[src/rtl/fsb_pkg.sv]
// Shared types, termination priority and default timing for the FSB cycle terminator.
package fsb_pkg;

    typedef enum logic [1:0] {IDLE, RUN, TERM} state_e;

    typedef enum logic [1:0] {TERM_NONE, TERM_DTACK, TERM_VPA, TERM_BERR} term_e;

    // Bit positions in the termination request vector; a higher index wins.
    localparam int unsigned PRIO_TIMEOUT = 0;
    localparam int unsigned PRIO_DTACK   = 1;
    localparam int unsigned PRIO_VPA     = 2;
    localparam int unsigned PRIO_DECODE  = 3;
    localparam int unsigned PRIO_NUM     = 4;

    localparam int TO_LIMIT_DEF = 200;
    localparam int IACK_DLY_DEF = 2;

    function automatic term_e pick_term(input logic [PRIO_NUM-1:0] req);
        term_e t;
        t = TERM_NONE;
        if (req[PRIO_TIMEOUT]) t = TERM_BERR;
        if (req[PRIO_DTACK])   t = TERM_DTACK;
        if (req[PRIO_VPA])     t = TERM_VPA;
        if (req[PRIO_DECODE])  t = TERM_BERR;
        return t;
    endfunction

endpackage

[src/rtl/fsb_watchdog.sv]
// Saturating bus watchdog: counts FCLK cycles while enabled, flags the timeout cycle.
module fsb_watchdog #(
    parameter int TO_W     = 8,
    parameter int TO_LIMIT = 200
) (
    input  logic            clk,
    input  logic            rst,
    input  logic            clr,
    input  logic            en,
    output logic [TO_W-1:0] count,
    output logic            tc
);

    localparam logic [TO_W-1:0] CNT_MAX = '1;
    localparam logic [TO_W-1:0] TC_VAL  = TO_W'(TO_LIMIT - 1);

    logic [TO_W-1:0] count_q, count_d;

    always_comb begin
        count_d = count_q;
        if (clr) begin
            count_d = '0;
        end else if (en && (count_q != CNT_MAX)) begin
            count_d = count_q + 1'b1;
        end
    end

    always_ff @(posedge clk or posedge rst) begin
        if (rst) begin
            count_q <= '0;
        end else begin
            count_q <= count_d;
        end
    end

    assign count = count_q;
    assign tc    = (count_q == TC_VAL);

endmodule

[src/rtl/fsb_cycle_term.sv]
// MC68HC000 FSB cycle terminator: picks one ready source per /AS cycle and drives
// registered /DTACK, /VPA or /BERR, plus a saturating bus-error event counter.
module fsb_cycle_term
    import fsb_pkg::*;
#(
    parameter int NSRC     = 4,
    parameter int TO_W     = 8,
    parameter int TO_LIMIT = TO_LIMIT_DEF,
    parameter int IACK_DLY = IACK_DLY_DEF,
    parameter int ERR_W    = 4
) (
    input  logic             FCLK,
    input  logic             RES,
    input  logic             nAS_FSB,
    input  logic [NSRC-1:0]  SEL,
    input  logic [NSRC-1:0]  RDY,
    input  logic             IACS,
    input  logic             QoSReady,
    output logic             nDTACK_FSB,
    output logic             nVPA_FSB,
    output logic             nBERR_FSB,
    output logic             BACT,
    output logic             BACTr,
    output logic [ERR_W-1:0] ERRCNT
);

    localparam logic [TO_W-1:0]  IACK_CNT = (IACK_DLY > 1) ? TO_W'(IACK_DLY - 1) : '0;
    localparam logic [ERR_W-1:0] ERR_MAX  = '1;

    state_e               state_q, state_d;
    logic                 ndtack_q, ndtack_d;
    logic                 nvpa_q, nvpa_d;
    logic                 nberr_q, nberr_d;
    logic                 bactr_q;
    logic [ERR_W-1:0]     errcnt_q, errcnt_d;
    logic [TO_W-1:0]      wd_count;
    logic                 wd_tc;
    logic                 dec_err;
    logic [PRIO_NUM-1:0]  req;
    term_e                term;

    assign BACT = ~nAS_FSB;

    // More than one select bit, or a device select during interrupt acknowledge.
    assign dec_err = ((SEL & (SEL - 1'b1)) != '0) || ((|SEL) && IACS);

    always_comb begin
        req               = '0;
        req[PRIO_DECODE]  = dec_err;
        req[PRIO_VPA]     = IACS && (wd_count >= IACK_CNT);
        req[PRIO_DTACK]   = (|(SEL & RDY)) && QoSReady;
        req[PRIO_TIMEOUT] = wd_tc;
    end

    assign term = pick_term(req);

    fsb_watchdog #(
        .TO_W     (TO_W),
        .TO_LIMIT (TO_LIMIT)
    ) u_watchdog (
        .clk   (FCLK),
        .rst   (RES),
        .clr   (state_q != RUN),
        .en    (state_q == RUN),
        .count (wd_count),
        .tc    (wd_tc)
    );

    always_comb begin
        // NOTE: every comb output gets a default first so no path can infer a latch.
        state_d  = state_q;
        ndtack_d = ndtack_q;
        nvpa_d   = nvpa_q;
        nberr_d  = nberr_q;
        errcnt_d = errcnt_q;
        unique case (state_q)
            IDLE: begin
                if (BACT) state_d = RUN;
            end
            RUN: begin
                if (!BACT) begin
                    state_d = IDLE;
                end else if (term != TERM_NONE) begin
                    state_d  = TERM;
                    ndtack_d = (term != TERM_DTACK);
                    nvpa_d   = (term != TERM_VPA);
                    nberr_d  = (term != TERM_BERR);
                    if ((term == TERM_BERR) && (errcnt_q != ERR_MAX)) begin
                        errcnt_d = errcnt_q + 1'b1;
                    end
                end
            end
            TERM: begin
                if (nAS_FSB) begin
                    state_d  = IDLE;
                    ndtack_d = 1'b1;
                    nvpa_d   = 1'b1;
                    nberr_d  = 1'b1;
                end
            end
            default: begin
                state_d  = IDLE;
                ndtack_d = 1'b1;
                nvpa_d   = 1'b1;
                nberr_d  = 1'b1;
            end
        endcase
    end

    // NOTE: asynchronous reset puts every strobe back to its inactive level at once,
    // even in the middle of a bus cycle.
    always_ff @(posedge FCLK or posedge RES) begin
        if (RES) begin
            state_q  <= IDLE;
            ndtack_q <= 1'b1;
            nvpa_q   <= 1'b1;
            nberr_q  <= 1'b1;
            bactr_q  <= 1'b0;
            errcnt_q <= '0;
        end else begin
            // NOTE: non-blocking assignments so all flops update from pre-edge values.
            state_q  <= state_d;
            ndtack_q <= ndtack_d;
            nvpa_q   <= nvpa_d;
            nberr_q  <= nberr_d;
            bactr_q  <= BACT;
            errcnt_q <= errcnt_d;
        end
    end

    assign nDTACK_FSB = ndtack_q;
    assign nVPA_FSB   = nvpa_q;
    assign nBERR_FSB  = nberr_q;
    assign BACTr      = bactr_q;
    assign ERRCNT     = errcnt_q;

endmodule

[config.mk]
export PLATFORM = sky130hd
export DESIGN_NAME = fsb_cycle_term
export DESIGN_NICKNAME = d
export VERILOG_FILES = /design/src/rtl/fsb_pkg.sv /design/src/rtl/fsb_watchdog.sv /design/src/rtl/fsb_cycle_term.sv
export SDC_FILE = /design/constraint.sdc
export NUM_CORES = 1
export LEC_CHECK = 0
export BUFFER_PORTS_ARGS = -buffer_cell sky130_fd_sc_hd__buf_2
export CORE_UTILIZATION = 56
export DETAILED_ROUTE_END_ITERATION = 10
export GPL_TIMING_DRIVEN = 0
export PLACE_DENSITY_LB_ADDON = 0.15
export SYNTH_ARGS = -nofsm -noshare
export SYNTH_HDL_FRONTEND = slang
export SYNTH_SLANG_ARGS = --single-unit
[constraint.sdc]
create_clock -name FCLK -period 3.1 [get_ports FCLK]
set_input_delay 0.31 -clock FCLK [delete_from_list [all_inputs] [get_ports FCLK]]
set_output_delay 0.31 -clock FCLK [all_outputs]
set_load 0.02 [all_outputs]
==> flow_metrics.py, run 1 <==
metrics = {
    "outcome": {
        "outcome": "finished, final reports clean",
    },
    "die": {
        "die_x_um": 45.3,
        "start_util_pct": 60.1,
        "num_rows": 15,
        "core_area_mm2": 0.00175,
        "dieArea_mm2": 0.00205,
        "die_h_um": 45.3,
        "io_pins": 22,
    },
    "cts": {
        "path_clk_slew_ns": 0.11,
        "cts_sinks": 18,
        "cts_tree": "yes",
        "cts_buffers": 3,
        "clkLatencyLatePin_ns": 0.30,
        "holdBufCountCts": 0,
        "htree_levels": 1,
        "post_cts_buffers": 0,
        "clockBufferDepth": 2,
        "cts_root_buffer": "clkbuf_4",
        "cts_resized": 0,
    },
    "cells_and_area": {
        "diodes": 0,
        "multi_input_area_um2": 569,
        "final_area_mm2": 0.00122,
        "layout.area.seq_um2": 454,
        "fillers": 139,
        "layout-drive-gt1-share_pct": 27.5,
        "final_core_util_pct": 70.0,
        "finalNetCount": 149,
        "syn2layout_area_growth_pct": 16.5,
        "final_common_cell": "buf_2",
        "fin_cells": 156,
        "most-common-layout-cells": "buf_2 (23), dfrtp_1 (15), nor2_1 (10)",
    },
    "synthesis": {
        "syn-instance-count": 106,
        "synthMuxAreaShare_pct": 2.98,
        "yosys.area_share.simple_pct": 21.6,
        "synthFlopType": "dfrtp_1",
        "yosysUniqueCellTypes": 43,
        "synthAdderAreaFrac_pct": 5.73,
        "synthXorXnorAreaFrac_pct": 5.85,
        "ys.warnings.count": 0,
        "synth_top_family_by_area": "simple AND/OR/NAND/NOR gates",
        "avgSynthCellArea_um2": 9.89,
        "synth-edff-count": 0,
        "netlist_area_mm2": 0.00105,
        "ys_seq_area_share_pct": 43.3,
        "syn-num-nets": 123,
        "ys_seq_elements": 18,
        "synth-async-reset-ratio_pct": 100,
        "synth_compound_area_share_pct": 18.1,
    },
    "sta": {
        "maxSlewViolCount": 0,
        "holdWs_ns": 0.0950,
        "tightestPinTransition_ns": 0.686,
        "relSlewSlack_pct": 54.2,
        "fin_skew_ns": 0.00256,
        "finalCritPeriodShare_pct": 71.5,
        "setup_viol": 0,
        "rsz0062_at_grt": "false",
        "final_hold_viol_count": 0,
        "tns_ns": 0,
        "min_period_ns": 2.22,
        "max_freq_mhz": 451,
    },
    "placement": {
        "place_congestion": 0.811,
        "placed_area_mm2": 0.00118,
        "dpl.cell_count": 152,
        "dp_hpwl_um": 1510,
        "io_buffer_count": 21,
    },
    "global_routing": {
        "grt_pass1_vias": 791,
        "grt_pass1_wl_um": 3240,
        "grt_antenna_before_repair": 0,
        "grt_max_degree": 19,
        "track_usage_pct": 21.8,
        "grt-ovfl-total": 0,
    },
    "power": {
        "ir_worst_vdd_v": 0.000392,
        "p_per_area_mw_per_mm2": 583,
        "power.static_leakage_uw": 0.000529,
    },
    "route": {
        "drt-initial-drc-count": 14,
        "wl_per_cell_um": 13.0,
        "num_vias": 886,
        "wl_um": 2030,
        "drcViolationCount": 0,
        "drtPass1Iterations": 4,
        "drtAntennaViolNets": 0,
        "viasPerCell": 5.68,
    },
    "critical_path": {
        "startpoint_type": "flip-flop",
        "cp.required_ns": 3.30,
        "critPathMaxFanout": 7,
        "cp.arrival_ns": 2.41,
        "rr_worst_depth": 6,
        "worst-setup-path-type": "reg2reg",
        "end_kind": "flip-flop",
    },
    "run": {
        "maxCapViolations": 0,
    },
    "min_path": {
        "hp-class": "in2async",
    },
}
==> sequential cells by signal, summed over array words and instances, names as in the netlist <==
name and count:
nVPA_FSB 1, nBERR_FSB 1, nDTACK_FSB 1, state_q 2
ERRCNT 4, u_watchdog.count 8, BACTr 1
==> metal layers <==
layer / part of all wire, % / wire length (um) / track usage (%) / up-vias
li1: - / - / - / 445
met1: 49 / 996 / 29.0 / 416
met2: 46 / 936 / 33.3 / 20
met3: 3.1 / 63 / 4.40 / 5
met4: 1.8 / 36 / 11.5 / 0
met5: 0 / 0 / 0 / -
==> path summary, 6_finish.rpt <==
path                                                       from                              end  slack, ns
max in group asynchronous                                   RES            ERRCNT[3]$_DFFE_PP0P_       2.57
min in group FCLK                                       nAS_FSB           state_q[0]$_DFFE_PP0P_       0.28
worst min-delay path                                        RES  u_watchdog.count[5]$_DFFE_PP0P_        0.1
worst max-delay path            u_watchdog.count[0]$_DFFE_PP0P_            ERRCNT[1]$_DFFE_PP0P_       0.88
worst min register to register            ERRCNT[3]$_DFFE_PP0P_            ERRCNT[3]$_DFFE_PP0P_       0.51
worst max register to register  u_watchdog.count[0]$_DFFE_PP0P_            ERRCNT[1]$_DFFE_PP0P_       0.88
==> where the power goes <==
group	switching, uW	leakage (uW)	internal, uW
clock	77.7	0.0000210	71.7
combinational	132	0.000280	92.4
sequential	52.3	0.000229	285
total	262	0.000529	449
==> cell usage after synthesis (2+ instances only) <==
cell type,count,area [um^2]
dfrtp_1,15,375
nor2_1,10,37.5
o21ai_0,7,35.0
nand3_1,6,30.0
nor3_1,5,25.0
xor2_1,5,43.8
ha_1,4,50.1
inv_1,4,15.0
nand2_1,4,15.0
dfstp_2,3,78.8
nor4_1,3,18.8
a211oi_1,2,15.0
a22oi_1,2,15.0
and3_1,2,12.5
buf_2,2,10.0
mux2i_1,2,20.0
nand4_1,2,12.5
nor3b_1,2,15.0
xnor2_1,2,17.5
==> metrics by stage <==
| step | setup WS, ns | power (uW) |
|---|---|---|
| global route | 0.663 | 756 |
| floorplan | 1.16 | 492 |
| detailed placement | 0.918 | 569 |
| global placement | 0.953 | 558 |
| finish | 0.884 | 711 |
| CTS | 0.891 | 716 |
==> critical path, stage by stage, from the launching register on <==
cell,delay (ns)
dfrtp_1,0.41
ha_1,0.23
nand4_1,0.21
nor4_2,0.50
nand2_1,0.16
o21ai_1,0.24
mux2_2,0.36
==> kinds of logic (layout without fill, tap and decap cells) <==
logic type               after synthesis  in the layout
flip-flops                            18             18
AO/OA/AOI/OAI                         25             25
adder cells (fa/ha/maj)                5              5
buffers and inverters                  6             31
AND/OR/NAND/NOR                       42             42
multiplexers                           3              3
XOR/XNOR                               7              7
==> layout make-up <==
| cell class | instances | share of cell area, % |
|---|---|---|
| multi-input combinational | 82 | 46.6 |
| sequential | 18 | 37.2 |
| buffer | 2 | 0.820 |
| clock buffer | 4 | 2.97 |
| inverter | 4 | 1.23 |
| timing repair buffer | 21 | 8.61 |
| tap | 25 | 2.56 |
Note: power is estimated with default switching activity, not from simulation.
==> inputs of run 2 (changes only) <==
- CORE_UTILIZATION: 56 -> 53
- clock period: 3.1 -> 2.2 ns (I/O delays scaled with it)
==> run 2 against run 1 <==
Compared with the run above: die area is 5.4% higher; maximum frequency is 7.3% higher; clock skew is 0.0074 ns higher; utilization is 0.42 points lower; final area is 1.5% higher; clock-buffer cell count stayed put; routed wire length is 3.5% higher; worst setup slack worse by 0.75 ns.
==> flow_metrics.py, run 2 (same netlist as run 1, synthesis figures left out) <==
metrics = {
    "sta": {
        "rsz0062_at_grt": "true",
        "tightestPinTransition_ns": 0.690,
        "holdWs_ns": 0.0183,
        "final_hold_viol_count": 0,
        "maxSlewViolCount": 0,
        "worst_slack_ns": 0.135,
        "relSlewSlack_pct": 53.9,
        "min_period_ns": 2.06,
        "fin_skew_ns": 0.00996,
        "max_freq_mhz": 484,
        "setup_viol": 0,
        "finalCritPeriodShare_pct": 93.9,
        "tns_ns": 0,
    },
    "die": {
        "start_util_pct": 58.8,
        "io_pins": 22,
        "core_area_mm2": 0.00178,
        "num_rows": 15,
        "dieArea_mm2": 0.00216,
        "die_x_um": 46.5,
        "die_h_um": 46.5,
    },
    "critical_path": {
        "cp.required_ns": 2.39,
        "worst-setup-path-type": "reg2reg",
        "cp.arrival_ns": 2.25,
        "startpoint_type": "flip-flop",
        "end_kind": "flip-flop",
        "critPathMaxFanout": 7,
    },
    "placement": {
        "io_buffer_count": 21,
        "placed_area_mm2": 0.00118,
        "dp_hpwl_um": 1570,
        "dpl_worst_slack_ns": -0.0319,
        "place_congestion": 0.781,
    },
    "power": {
        "power.static_leakage_uw": 0.000534,
        "ir_worst_vdd_v": 0.000490,
        "p_per_area_mw_per_mm2": 804,
        "total_power_uw": 997,
    },
    "cts": {
        "clockBufferDepth": 2,
        "htree_levels": 1,
        "cts_buffers": 3,
        "holdBufCountCts": 0,
        "post_cts_buffers": 0,
        "cts_sinks": 18,
        "cts_root_buffer": "clkbuf_4",
        "path_clk_slew_ns": 0.10,
        "cts_tree": "yes",
        "clkLatencyLatePin_ns": 0.29,
    },
    "cells_and_area": {
        "layout-drive-gt1-share_pct": 29.0,
        "finalNetCount": 149,
        "most-common-layout-cells": "buf_2 (23), dfrtp_1 (15), nor2_1 (10)",
        "final_area_mm2": 0.00124,
        "diodes": 0,
        "syn2layout_area_growth_pct": 18.3,
        "largest_reg_flops": 8,
        "final_common_cell": "buf_2",
    },
    "global_routing": {
        "grt-ovfl-total": 0,
        "track_usage_pct": 22.0,
        "grt_max_degree": 19,
        "grt_pass1_wl_um": 3340,
        "grt_antenna_before_repair": 0,
        "grt_pass1_vias": 796,
    },
    "route": {
        "wl_um": 2100,
        "drcViolationCount": 0,
        "viasPerCell": 5.69,
        "drtPass1Iterations": 4,
        "drtAntennaViolNets": 0,
        "drt-initial-drc-count": 21,
        "num_vias": 888,
        "wl_per_cell_um": 13.5,
    },
    "outcome": {
        "outcome": "finished, final reports clean",
    },
    "min_path": {
        "hp-class": "in2async",
    },
    "run": {
        "maxCapViolations": 0,
    },
}
run 2: cell counts in the layout (fill, tap and decap cells not counted):
No cell type changed its count.
run 2: metal layers:
layer  GRT usage, %  wire length, um  vias to the layer above
met5              0                0                        -
met2           36.4             1020                       21
met3           7.06               95                        2
li1               -                -                      445
met4           5.29               15                        0
met1           27.4              974                      420
run 2: final cells by class:
cell class	count	area, um^2
Clock buffer	4	36.3
Sequential cell	18	454
Buffer	2	10.0
Fill cell	134	543
Multi-Input combinational cell	82	588
Inverter	4	15.0
Timing Repair Buffer	21	105
Tap cell	25	31.3
run 2: power breakdown:
| group | switching (uW) | internal [uW] | total, uW |
|---|---|---|---|
| Clock | 96.5 | 101 | 197 |
| Combinational | 188 | 133 | 321 |
| Sequential | 77.0 | 402 | 479 |
| Total | 361 | 636 | 997 |
run 2: through the flow:
stage | utilization, % | cells
6_report | 69.5 | 156
5_1_grt | 69.5 | 156
4_1_cts | 69.0 | 156
3_5_place_dp | 66.5 | 152
3_3_place_gp | 66.5 | 152
2_1_floorplan | - | 106
run 2: final timing paths:
| check | from | end | slack (ns) | cells after the start |
|---|---|---|---|---|
| min in group FCLK | nAS_FSB | state_q[0]$_DFFE_PP0P_ | 0.21 | 2 |
| max reg2reg | u_watchdog.count[0]$_DFFE_PP0P_ | ERRCNT[1]$_DFFE_PP0P_ | 0.14 | 6 |
| min | RES | ERRCNT[2]$_DFFE_PP0P_ | 0.02 | 2 |
| max in group asynchronous | RES | u_watchdog.count[3]$_DFFE_PP0P_ | 1.74 | 2 |
| min reg2reg | state_q[1]$_DFFE_PP0P_ | state_q[0]$_DFFE_PP0P_ | 0.53 | 1 |
| max | u_watchdog.count[0]$_DFFE_PP0P_ | ERRCNT[1]$_DFFE_PP0P_ | 0.14 | 6 |
run 2: repair_timing:
| item | CTS | global route |
|---|---|---|
| resized for setup | 1 | 2 |
| endpoints found under the setup margin | 1 | 3 |
| endpoints found under the hold margin | 0 | 0 |
run 2: critical path, cell delays in order (launching register included):
cell and delay (ns):
dfrtp_1 0.41, ha_1 0.23, nand4_1 0.23, nor4_4 0.38, nand2_1 0.17, o21ai_2 0.19, mux2_2 0.35
==> inputs of run 3 (changes only) <==
- SYNTH_HIERARCHICAL: default -> 1
==> run 3 against run 2 <==
Compared with the run above: flip-flop and latch count unchanged; power decreased by 8.4%; synthesized cell count fell by 6.6%; non-clock buffer count grew 12; utilization up 5.5 points; routed wire length grew 5.5%; hold slack better by 0.15 ns; first-iteration DRC count is 14% lower; critical path depth stayed put; worst setup slack worse by 0.095 ns; clock power decreased by 15%; highest routed layer unchanged; maximum frequency down 4.4%.
==> flow_metrics.py, run 3 <==
metrics = {
    "synthesis": {
        "synthFlopType": "dfrtp_1",
        "ys.warnings.count": 6,
        "syn-instance-count": 99,
        "synth-edff-count": 0,
        "yosysUniqueCellTypes": 42,
        "synth-async-reset-ratio_pct": 100,
        "ys_seq_area_share_pct": 42.6,
        "avgSynthCellArea_um2": 10.8,
        "ys_top_cells_by_count": "dfrtp_1 (15), inv_1 (9), a21oi_1 (7)",
        "synth_largest_area_cell": "dfrtp_1",
        "synth.most_common_cell": "dfrtp_1",
        "yosysTopAreaCellShare_pct": 35.2,
        "yosys-top-cells-area": "dfrtp_1 (35%), dfstp_2 (7.4%), o31ai_4 (4.0%)",
        "ys_seq_elements": 18,
        "netlist_area_mm2": 0.00107,
        "syn-num-nets": 114,
    },
    "sta": {
        "rsz0062_at_grt": "true",
        "fin_skew_ns": 0.00309,
        "maxSlewViolCount": 0,
        "max_freq_mhz": 463,
        "min_period_ns": 2.16,
        "setup_viol": 0,
        "tightestPinTransition_ns": 0.405,
        "final_hold_viol_count": 0,
        "relSlewSlack_pct": 73.0,
        "finalCritPeriodShare_pct": 98.2,
    },
    "die": {
        "start_util_pct": 59.2,
        "die_x_um": 46.9,
        "die_h_um": 46.9,
        "num_rows": 15,
        "dieArea_mm2": 0.00219,
        "io_pins": 22,
        "core_area_mm2": 0.00180,
    },
    "cts": {
        "cts_root_buffer": "clkbuf_4",
        "cts_tree": "yes",
        "cts_sinks": 18,
        "path_clk_slew_ns": 0.10,
        "clkLatencyLatePin_ns": 0.28,
        "cts_buffers": 3,
        "htree_levels": 1,
        "clockBufferDepth": 2,
    },
    "placement": {
        "io_buffer_count": 21,
        "dp_hpwl_um": 1560,
        "place_congestion": 0.796,
        "dpl.cell_count": 145,
    },
    "route": {
        "drt-initial-drc-count": 18,
        "viasPerCell": 5.57,
        "drcViolationCount": 0,
        "num_vias": 896,
        "wl_per_cell_um": 13.8,
        "drtPass1Iterations": 4,
        "drtAntennaViolNets": 0,
        "wl_um": 2220,
    },
    "global_routing": {
        "use_met2_pct": 36.7,
        "gr-usage-met3_pct": 2.31,
        "grt-ovfl-total": 0,
        "grt_pass1_vias": 798,
        "grt_antenna_before_repair": 0,
        "grt_max_degree": 11,
        "top_usage_layer": "met2",
        "grt_pass1_wl_um": 3310,
        "track_usage_pct": 21.5,
        "met1_usage_pct": 27.9,
    },
    "cells_and_area": {
        "final_core_util_pct": 75.0,
        "most-common-layout-cells": "buf_2 (21), dfrtp_1 (14), buf_4 (9)",
        "largest_reg_flops": 8,
        "fin_cells": 161,
        "diodes": 0,
        "final_common_cell": "buf_2",
        "syn2layout_area_growth_pct": 26.8,
        "finalNetCount": 152,
        "layout-drive-gt1-share_pct": 41.2,
    },
    "critical_path": {
        "startpoint_type": "flip-flop",
        "crit_start": "u_watchdog/count[1]$_DFFE_PP0P_",
        "worst-setup-path-type": "reg2reg",
        "cp.arrival_ns": 2.34,
        "critPathMaxFanout": 3,
        "cp.required_ns": 2.38,
        "end_kind": "flip-flop",
        "regToRegStartpoint": "u_watchdog/count[1]$_DFFE_PP0P_",
    },
    "run": {
        "maxCapViolations": 0,
    },
    "power": {
        "p_per_area_mw_per_mm2": 676,
        "ir_worst_vdd_v": 0.000588,
        "power.static_leakage_uw": 0.000602,
    },
    "min_path": {
        "hp-class": "in2reg",
        "min-delay-start": "nAS_FSB",
    },
    "outcome": {
        "outcome": "finished, final reports clean",
    },
}
-- run 3: cell count changes after synthesis, moves of 2 or more --
cell	change
buf_2	-2
nor2_1	-8
xor2_1	-4
o31ai_4	+2
o21ai_0	-4
nand2b_1	+2
nor4_1	-2
inv_1	+5
mux2_4	+2
ha_1	-2
nand3_1	-2
o22a_1	+3
a21boi_2	+2
a21oi_1	+6
-- run 3: stage by stage --
| step | area (um^2) | hold WS, ns | setup slack (ns) | total power [uW] | setup TNS, ns |
|---|---|---|---|---|---|
| 2_1_floorplan | 1080 | 0.0357 | 0.0527 | 646 | 0 |
| 3_3_place_gp | 1220 | 0.197 | -0.111 | 727 | -0.111 |
| 3_5_place_dp | 1220 | 0.195 | -0.150 | 738 | -0.150 |
| 4_1_cts | 1280 | 0.163 | 0.00854 | 918 | 0 |
| 5_1_grt | 1350 | 0.163 | -0.00993 | 971 | -0.00993 |
| 6_report | 1350 | 0.173 | 0.0397 | 913 | 0 |
-- run 3: cell type report --
cell class                 instances  area (um^2)
sequential                        18          455
multi-input combinational         70          584
timing repair buffer              33          205
buffer                             2         15.0
tap                               25         31.3
inverter                           9         33.8
fill                             135          450
clock buffer                       4         26.3
-- run 3: what timing repair did --
item                       in CTS  in global routing
hold buffers                    1                  0
setup endpoints to repair       1                  1
hold endpoints to repair       15                  0
pin swaps                       0                  3
gates resized for setup         0                  6
buffers inserted                3                  8
-- run 3: per-layer routing --
metal  vias up  part of all wire (%)  wire length [um]
li1        440                     -                 -
met1       422                    46              1020
met2        30                    48              1060
met3         4                   5.2               116
met4         0                   1.1                25
met5         -                     0                 0
-- run 3: worst max-delay path: stages, from the launching register on --
cell,delay [ns]
dfrtp_1,0.41
buf_6,0.13
or4_4,0.49
o21a_4,0.23
o31ai_4,0.30
and2_4,0.20
mux2_4,0.29
-- run 3: power breakdown --
group          switching [uW]  internal, uW  total, uW
registers                51.2           387        438
clock network            97.0          70.3        167
logic                     168           139        307
-- run 3: cell families after synthesis --
family / after synthesis / synth area share [%]
adders and majority gates: 3 / 3.29
xor gates and xnor gates: 3 / 2.47
muxes: 4 / 4.70
and+or+nand+nor: 32 / 20.1
DFF: 18 / 42.6
buffers and inverters: 11 / 4.58
AOI/OAI and AO/OA: 28 / 22.3
-- run 3: worst paths after layout --
path	to	slack, ns	cells after the start
max	ERRCNT[1]$_DFFE_PP0P_	0.04	6
min	state_q[0]$_DFFE_PP0P_	0.17	2
max reg2reg	ERRCNT[1]$_DFFE_PP0P_	0.04	6
min reg2reg	state_q[0]$_DFFE_PP0P_	0.49	1
max in group asynchronous	nBERR_FSB$_DFFE_PP1P_	1.42	3
min in group asynchronous	u_watchdog/count[1]$_DFFE_PP0P_	0.43	3
